File: src/rtl/viterbi_pkg.sv
// Shared sizing constants and the sequencer state encoding for the Viterbi datapath.
package viterbi_pkg;
   localparam int WORD_NUM     = 16;
   localparam int WORD_NUM_BIT = 4;
   localparam int POS_NUM      = 11;
   localparam int POS_NUM_BIT  = 4;

   typedef enum logic [2:0] {
      S_IDLE,
      S_INIT,
      S_RECUR,
      S_FINAL,
      S_BACKTRACK,
      S_DONE
   } vseq_state_t;
endpackage

File: src/rtl/pos_wrap_counter.sv
// POS tag counter: clear > load > increment, wrapping at POS_num-1; registered, 1-cycle update.
// wrap is a flag decoded from the current count, so it is valid in the same cycle as the count.
module pos_wrap_counter
   import viterbi_pkg::*;
#(
   parameter int POS_num     = POS_NUM,
   parameter int POS_num_bit = POS_NUM_BIT
) (
   input  logic                   clk,
   input  logic                   rst,
   input  logic                   en,
   input  logic                   clr,
   input  logic                   load,
   input  logic [POS_num_bit-1:0] load_val,
   output logic [POS_num_bit-1:0] cnt,
   output logic                   wrap
);
   localparam logic [POS_num_bit-1:0] CNT_MAX = POS_num_bit'(POS_num - 1);

   assign wrap = (cnt == CNT_MAX);

   always_ff @(posedge clk or posedge rst) begin
      if (rst)
         cnt <= '0;
      else if (clr)
         cnt <= '0;
      else if (load)
         cnt <= load_val;
      else if (en)
         cnt <= wrap ? '0 : cnt + 1'b1;
   end
endmodule

File: src/rtl/viterbi_sequencer.sv
// Trellis walk scheduler (INIT, RECUR, FINAL, optional BACKTRACK when VITERBI_BACKTRACK_EN is defined).
// Registered state outputs, one step per cycle; stall holds all state and masks every strobe.
module viterbi_sequencer
   import viterbi_pkg::*;
#(
   parameter int word_num     = WORD_NUM,
   parameter int word_num_bit = WORD_NUM_BIT,
   parameter int POS_num      = POS_NUM,
   parameter int POS_num_bit  = POS_NUM_BIT
) (
   input  logic                    clk,
   input  logic                    reset_viterbi_sequencer,
   input  logic                    start,
   input  logic [word_num_bit:0]   word_count,
   input  logic                    stall,
   input  logic [POS_num_bit-1:0]  best_last_pos,
   input  logic [POS_num_bit-1:0]  bp_data,
   output logic                    busy,
   output logic                    done,
   output logic [word_num_bit-1:0] word_idx,
   output logic [POS_num_bit-1:0]  cur_pos,
   output logic [POS_num_bit-1:0]  prev_pos,
   output logic                    init_valid,
   output logic                    acc_valid,
   output logic                    acc_first,
   output logic                    acc_last,
   output logic                    bt_valid
);
   localparam logic [word_num_bit:0] WORD_MAX = (word_num_bit + 1)'(word_num);

   vseq_state_t             state, state_nxt;
   logic [word_num_bit-1:0] word_q, word_nxt;
   logic [word_num_bit-1:0] last_q, last_nxt;
   logic [word_num_bit:0]   wc_clamp;
   logic                    prev_en, prev_clr, prev_wrap;
   logic                    cur_en, cur_clr, cur_load, cur_wrap;
   logic [POS_num_bit-1:0]  cur_load_val;

   assign wc_clamp = (word_count > WORD_MAX) ? WORD_MAX : word_count;

   always_ff @(posedge clk or posedge reset_viterbi_sequencer) begin
      if (reset_viterbi_sequencer) begin
         state  <= S_IDLE;
         word_q <= '0;
         last_q <= '0;
      end else begin
         state  <= state_nxt;
         word_q <= word_nxt;
         last_q <= last_nxt;
      end
   end

   always_comb begin
      state_nxt = state;
      word_nxt  = word_q;
      last_nxt  = last_q;
      prev_en   = 1'b0;
      prev_clr  = 1'b0;
      cur_en    = 1'b0;
      cur_clr   = 1'b0;
      cur_load  = 1'b0;
      if (!stall) begin
         case (state)
            S_IDLE: begin
               if (start) begin
                  prev_clr = 1'b1;
                  cur_clr  = 1'b1;
                  word_nxt = '0;
                  if (word_count == '0) begin
                     state_nxt = S_DONE;
                  end else begin
                     last_nxt  = word_num_bit'(wc_clamp - 1'b1);
                     state_nxt = S_INIT;
                  end
               end
            end
            S_INIT: begin
               cur_en = 1'b1;
               if (cur_wrap) begin
                  if (last_q != '0) begin
                     word_nxt  = word_num_bit'(1);
                     state_nxt = S_RECUR;
                  end else begin
                     state_nxt = S_FINAL;
                  end
               end
            end
            S_RECUR: begin
               // prev_pos is innermost; cur_pos and word_idx advance on its carry
               prev_en = 1'b1;
               cur_en  = prev_wrap;
               if (prev_wrap && cur_wrap) begin
                  if (word_q == last_q)
                     state_nxt = S_FINAL;
                  else
                     word_nxt = word_q + 1'b1;
               end
            end
`ifdef VITERBI_BACKTRACK_EN
            S_FINAL: begin
               cur_load  = 1'b1;
               word_nxt  = last_q;
               state_nxt = S_BACKTRACK;
            end
            S_BACKTRACK: begin
               cur_load = 1'b1;
               word_nxt = word_q - 1'b1;
               if (word_q == '0)
                  state_nxt = S_DONE;
            end
`else
            S_FINAL: begin
               state_nxt = S_DONE;
            end
`endif
            S_DONE: begin
               prev_clr  = 1'b1;
               cur_clr   = 1'b1;
               word_nxt  = '0;
               state_nxt = S_IDLE;
            end
            default: begin
               state_nxt = S_IDLE;
            end
         endcase
      end
   end

`ifdef VITERBI_BACKTRACK_EN
   assign cur_load_val = (state == S_FINAL) ? best_last_pos : bp_data;
   assign bt_valid     = (state == S_BACKTRACK) && !stall;
`else
   logic unused_bt_inputs;
   assign unused_bt_inputs = ^{best_last_pos, bp_data};
   assign cur_load_val     = '0;
   assign bt_valid         = 1'b0;
`endif

   pos_wrap_counter #(.POS_num(POS_num), .POS_num_bit(POS_num_bit)) u_prev_cnt (
      .clk      (clk),
      .rst      (reset_viterbi_sequencer),
      .en       (prev_en),
      .clr      (prev_clr),
      .load     (1'b0),
      .load_val ('0),
      .cnt      (prev_pos),
      .wrap     (prev_wrap)
   );

   pos_wrap_counter #(.POS_num(POS_num), .POS_num_bit(POS_num_bit)) u_cur_cnt (
      .clk      (clk),
      .rst      (reset_viterbi_sequencer),
      .en       (cur_en),
      .clr      (cur_clr),
      .load     (cur_load),
      .load_val (cur_load_val),
      .cnt      (cur_pos),
      .wrap     (cur_wrap)
   );

   assign word_idx   = word_q;
   assign busy       = (state != S_IDLE);
   assign done       = (state == S_DONE) && !stall;
   assign init_valid = (state == S_INIT) && !stall;
   assign acc_valid  = (state == S_RECUR) && !stall;
   assign acc_first  = acc_valid && (prev_pos == '0);
   assign acc_last   = acc_valid && prev_wrap;
endmodule

File: config.mk
export PLATFORM = sky130hd
export DESIGN_NAME = viterbi_sequencer
export DESIGN_NICKNAME = d
export VERILOG_FILES = /design/src/rtl/viterbi_pkg.sv /design/src/rtl/pos_wrap_counter.sv /design/src/rtl/viterbi_sequencer.sv
export SDC_FILE = /design/constraint.sdc
export NUM_CORES = 1
export LEC_CHECK = 0
export BUFFER_PORTS_ARGS = -buffer_cell sky130_fd_sc_hd__buf_2
export CAP_MARGIN = 20
export CORE_MARGIN = 10
export CORE_UTILIZATION = 54
export DETAILED_ROUTE_END_ITERATION = 12
export GPL_ROUTABILITY_DRIVEN = 0
export GPL_TIMING_DRIVEN = 1
export PLACE_DENSITY_LB_ADDON = 0.15
export SYNTH_ARGS = -nofsm -noshare
export SYNTH_HDL_FRONTEND = slang
export SYNTH_HIERARCHICAL = 1
export SYNTH_SLANG_ARGS = --single-unit
export TNS_END_PERCENT = 50
File: constraint.sdc
create_clock -name clk -period 3.77 [get_ports clk]
set_input_delay 0.754 -clock clk [delete_from_list [all_inputs] [get_ports clk]]
set_output_delay 0.754 -clock clk [all_outputs]
set_load 0.005 [all_outputs]
# Word-level counts from Yosys, hierarchy flattened
# Cells that the tools add are included.
[word_totals] ff_bits=19 in_bits=17 out_inout_bits=19 word_cells=70
[classes] n_addsub=4 n_lt_le_gt_ge=1 eq_ne=13 n_mux=27 bitwise_logic=2 reduce_logical=18
[ops] operator="2-to-1 mux 4 bit" n=12
[ops] operator="one-hot mux 4 bit (4 select lines)" n=1
[ops] operator="2-to-1 mux 3 bit" n=5
[ops] operator="adder 4 x 1 -> 4 bit, second input constant" n=3
[ops] operator="inequality test 2 bit, second input constant" n=6
[ops] operator="one-hot mux 3 bit (4 select lines)" n=1
[ops] operator="equality test 4 bit, second input constant" n=2
[ops] operator="nonzero test 4 bit" n=2
[ops] operator="AND reduction 7 bit" n=1
[ops] operator="equality test 3 x 2 -> 1 bit, second input constant" n=2
[ops] operator="logical AND 1 bit" n=6
[ops] operator="2-to-1 mux 1 bit" n=6
[ops] operator="greater-than comparator 5 bit, second input constant" n=1
[ops] operator="logical NOT 5 bit" n=1
[ops] operator="AND reduction 5 bit" n=1
[ops] operator="equality test 4 bit" n=1
[ops] operator="logical NOT 4 bit" n=1
[ops] operator="one-hot mux 1 bit (2 select lines)" n=2
[ops] operator="AND reduction 4 bit" n=1
[ops] operator="nonzero test 2 bit" n=2
[ops] operator="subtractor 4 x 1 -> 4 bit, second input constant" n=1
[ops] operator="equality test 3 x 1 -> 1 bit, second input constant" n=1
[ops] operator="equality test 3 bit, second input constant" n=1
[ops] operator="logical NOT 3 bit" n=1
[ops] operator="other kinds (3)" n=4

# Longest topological paths before layout
[logic_depth] word_depth=5 ltp_mapped=10

# Cells and area by module
# The synthesis kept the hierarchy.
[modules_own_cells] module="viterbi_sequencer" instances=1 cells_each=94 area_each_um2=805.8 seq_area_each_um2=275.3
[modules_own_cells] module="pos_wrap_counter" instances=2 cells_each=32 area_each_um2=262.8 seq_area_each_um2=100.1

# Worst setup path before layout
# No wires, ideal clock.
[synth_path] path_kind="register to register" from="register state[2]" to="register u_cur_cnt.cnt[0]" setup_time_ns=0.094 arrival_ns=2.117 t_required_ns=3.676 path_slack_ns=1.560 path_stages_with_launch=10 n_path_buf=1 cell_sequence="dfrtp_1 > buf_2 > nor2_2 > nand2_1 > nor2_1 > and2_1 > or2_1 > inv_1 > or3_1 > a221oi_2"
[synth_via] elab_chain_len=4 word_cells_on_any_way=10
[synth_rtl] element="start, declared" line="viterbi_sequencer.sv:31" rtl="vseq_state_t state, state_nxt;"
[synth_rtl] element="start signal, assigned" line="viterbi_sequencer.sv:47" rtl="state <= state_nxt;"
[synth_rtl] element="equality test 3 x 2 -> 1 bit / equality test 3 x 1 -> 1 bit (equally long branches)" line="viterbi_sequencer.sv:63" rtl="case (state)"
[synth_rtl] element="one-hot mux 1 bit (2 select lines) *" line="viterbi_sequencer.sv:63"
[synth_rtl] element="2-to-1 mux 1 bit *" line="viterbi_sequencer.sv:62" rtl="if (!stall) begin"
[synth_rtl] element="via cur_en" line="viterbi_sequencer.sv:36" rtl="logic cur_en, cur_clr, cur_load, cur_wrap;"
[synth_rtl] element="nonzero test 2 bit (no source line) *"
[synth_rtl] element="end signal, assigned" line="pos_wrap_counter.sv:28" rtl="cnt <= load_val;"
[synth_rtl] element="end signal, assigned" line="pos_wrap_counter.sv:30" rtl="cnt <= wrap ? '0 : cnt + 1'b1;"
[synth_rtl] element="end, declared" line="pos_wrap_counter.sv:15" rtl="output logic [POS_num_bit-1:0] cnt,"
# The timed path passes the listed nets; every way through them passes the cells marked *.
# A chain may end at the register's enable or synchronous reset.

# Worst setup path after layout
[layout_path] from="register state[2]" to="output acc_last"
[layout_via] elab_chain_len=3
[layout_rtl] element="equality test 3 x 2 -> 1 bit" line="viterbi_sequencer.sv:165" rtl="assign acc_valid = (state == S_RECUR) && !stall;"
[layout_rtl] element="logical AND 1 bit" line="viterbi_sequencer.sv:165"
[layout_rtl] element="logical AND 1 bit" line="viterbi_sequencer.sv:167" rtl="assign acc_last = acc_valid && prev_wrap;"
[layout_rtl] element="end, declared" line="viterbi_sequencer.sv:26" rtl="output logic acc_last,"
# No other way between the ends.

==> results.py <==
metrics = {
    "placed_design": {
        "dp_cells": 216,
        "dp_hpwl_mm": 2.53,
        "portBuffers": 26,
    },
    "critical_path": {
        "arrival_ns": 2.13,
        "cp-end-kind": "output port",
        "path_max_fanout": 12,
        "required_ns": 3.02,
        "timing_worst_setup_path_type": "reg -> out",
        "startpoint_type": "flip-flop",
    },
    "clock_network": {
        "clockBufferDepth": 2,
        "cts-root-buf": "clkbuf_4",
        "path_clk_slew_ns": 0.11,
        "cts_tree": "built",
        "htree_levels": 1,
        "cts.sinks": 19,
        "cts_inserted_buffers": 3,
        "ctsResizeCount": 0,
        "cts-hold-fix-buffers": 0,
        "post_cts_buffers": 0,
        "clk_latency_ns": 0.31,
    },
    "floorplanning": {
        "start_util": 0.585,
        "core_um2": 2280,
        "die_w_um": 69.7,
        "rows": 17,
        "chipHeight_um": 69.7,
        "die_area_um2": 4850,
        "io_pins": 36,
    },
    "route": {
        "firstDrtPassIters": 4,
        "viasPerCell": 5.85,
        "vias": 1287,
        "ant_nets": 0,
        "wl_per_cell_um": 14.9,
        "first_iter_violations": 74,
        "wirelength_mm": 3.28,
        "drc_errors": 0,
    },
    "finish": {
        "layout-drive-gt1-share": 0.203,
        "mostFrequentLayoutCell": "buf_2",
        "n_antenna_cell": 0,
        "layout.cells.non_filler": 220,
        "area_growth_pct": 14.9,
        "final_cell_mix": "buf_2, dfrtp_1, nor2_1",
        "nets": 212,
    },
    "sta": {
        "clock.fmax_mhz": 346,
        "finalHoldViolCount": 0,
        "skew_ns": 0.00499,
        "tightest_slew_ns": 0.606,
        "final-setup-viol-count": 0,
        "report.final.slew_viol_count": 0,
        "period_share": 0.766,
        "rsz0062_at_grt": "no",
        "final.min_clock_period_ns": 2.89,
        "slew_headroom": 0.594,
        "tns_ns": 0,
    },
    "synth": {
        "synth_cell_types": 49,
        "synth_top_area_frac": 0.357,
        "ys_top_cells_by_area": "dfrtp_1, o21ai_0, xnor2_1",
        "ys.flop_type": "dfrtp_1",
        "async_reset_ff_frac": 1.00,
        "ys_ff_latch": 19,
        "synth_warnings": 6,
        "synth_edf_count": 0,
        "syn_avg_cell_area_um2": 8.43,
        "syn_area_um2": 1330,
        "ys_seq_area_frac": 0.357,
        "synth_cells": 158,
        "netlist.top_cell.by_area": "dfrtp_1",
    },
    "global_route": {
        "antenna_found_initial": 0,
        "grt_start_max_net_pins": 15,
        "first_global_vias": 1228,
        "track_usage": 0.135,
        "grt_overflow_total": 0,
        "grt_first_pass_wirelength_mm": 5.67,
    },
    "flow_run": {
        "maxCapViolCount": 0,
    },
    "pwr": {
        "switching_power_uw": 424,
        "p_int_uw": 526,
        "irDropWorstVdd_uv": 345,
        "switching_share": 0.446,
        "power.leakage_uw": 0.000710,
        "power.density_nw_per_um2": 621,
        "p_comb_frac": 0.452,
        "clkPwrFrac": 0.116,
        "p_seq_frac": 0.432,
    },
    "min_path": {
        "hold_class": "in -> async",
    },
    "run_status": {
        "status": "complete, no violations",
    },
}
## cell families (layout without fill, tap and decap cells)
| group | count (synthesis) | count (layout) | share of synthesized area |
|---|---|---|---|
| AO/OA/AOI/OAI | 38 | 38 | 0.195 |
| XOR/XNOR | 7 | 7 | 0.0461 |
| adder cells (fa/ha/maj) | 2 | 2 | 0.0188 |
| buffers and inverters | 16 | 40 | 0.0508 |
| flip-flops | 19 | 19 | 0.357 |
| multiplexers | 5 | 5 | 0.0423 |
| other | 1 | 11 | 0.00282 |
| AND/OR/NAND/NOR | 70 | 70 | 0.287 |
## area by class of cell
class                   instances  area [um2]
clock buffers                   4        26.3
fillers                       207         746
inverters                      10        37.5
multi-input cells             133         826
flip-flops and latches         19         475
well taps                      28        35.0
repair buffers                 26         130
## stage by stage
stage	area (um2)	hold slack (ns)	utilization	power (uW)	setup WS [ns]
detailed placement	1500	0.523	0.661	841	1.20
global route	1530	0.329	0.672	1040	0.736
floorplan	1370	0.492	-	706	1.56
global placement	1500	0.515	0.661	816	1.25
finish	1530	0.332	0.672	950	0.881
CTS	1530	0.327	0.672	952	0.891
## cell usage after synthesis (2+ instances only)
master	count
dfrtp_1	19
nor2_1	15
nand2_1	13
o21ai_0	13
inv_1	10
nand3_1	7
xnor2_1	7
or3_1	5
a21oi_1	4
nor3_1	4
buf_2	3
mux2i_1	3
nand3b_1	3
nor2b_1	3
o21ai_1	3
a211oi_1	2
a221oi_2	2
a31oi_1	2
and2_1	2
and3_1	2
and3b_1	2
clkbuf_1	2
ha_1	2
nand2b_1	2
nand4_1	2
nor2b_2	2
o211ai_1	2
## power groups by stage
stage	Sequential (uW)	Combinational [uW]	Clock [uW]
3_3_place_gp	403	413	0
5_1_grt	428	488	123
4_1_cts	407	431	114
6_report	410	430	110
2_1_floorplan	364	341	0
3_5_place_dp	412	429	0
## flip-flops by register name (all words and copies together), names as in the netlist
name,cells
last_q,4
state,3
u_cur_cnt/cnt,4
u_prev_cnt/cnt,4
word_idx,4
## final timing paths
path                                          from          endpoint  slack [ns]  cells after the start
max reg2reg                               state[2]  u_cur_cnt/cnt[0]        1.14                      8
min in group clk                         last_q[1]         last_q[1]        0.54                      2
max                                       state[2]          acc_last        0.88                      5
min                        reset_viterbi_sequencer  u_cur_cnt/cnt[2]        0.33                      2
max in group asynchronous  reset_viterbi_sequencer          state[2]        3.04                      2
min reg2reg                              last_q[1]         last_q[1]        0.54                      2
## per-layer routing
metal	global-route usage	wire, um
met5	0	0
met4	0.0522	28
met3	0.0257	158
met2	0.228	1660
met1	0.164	1430
## critical path: stages (launching register included)
cell,delay (ns)
dfrtp_1,0.52
nor2_2,0.25
nand2_1,0.19
nor2_1,0.53
and2_1,0.22
buf_2,0.12
Power figures use the tool's default switching activity.
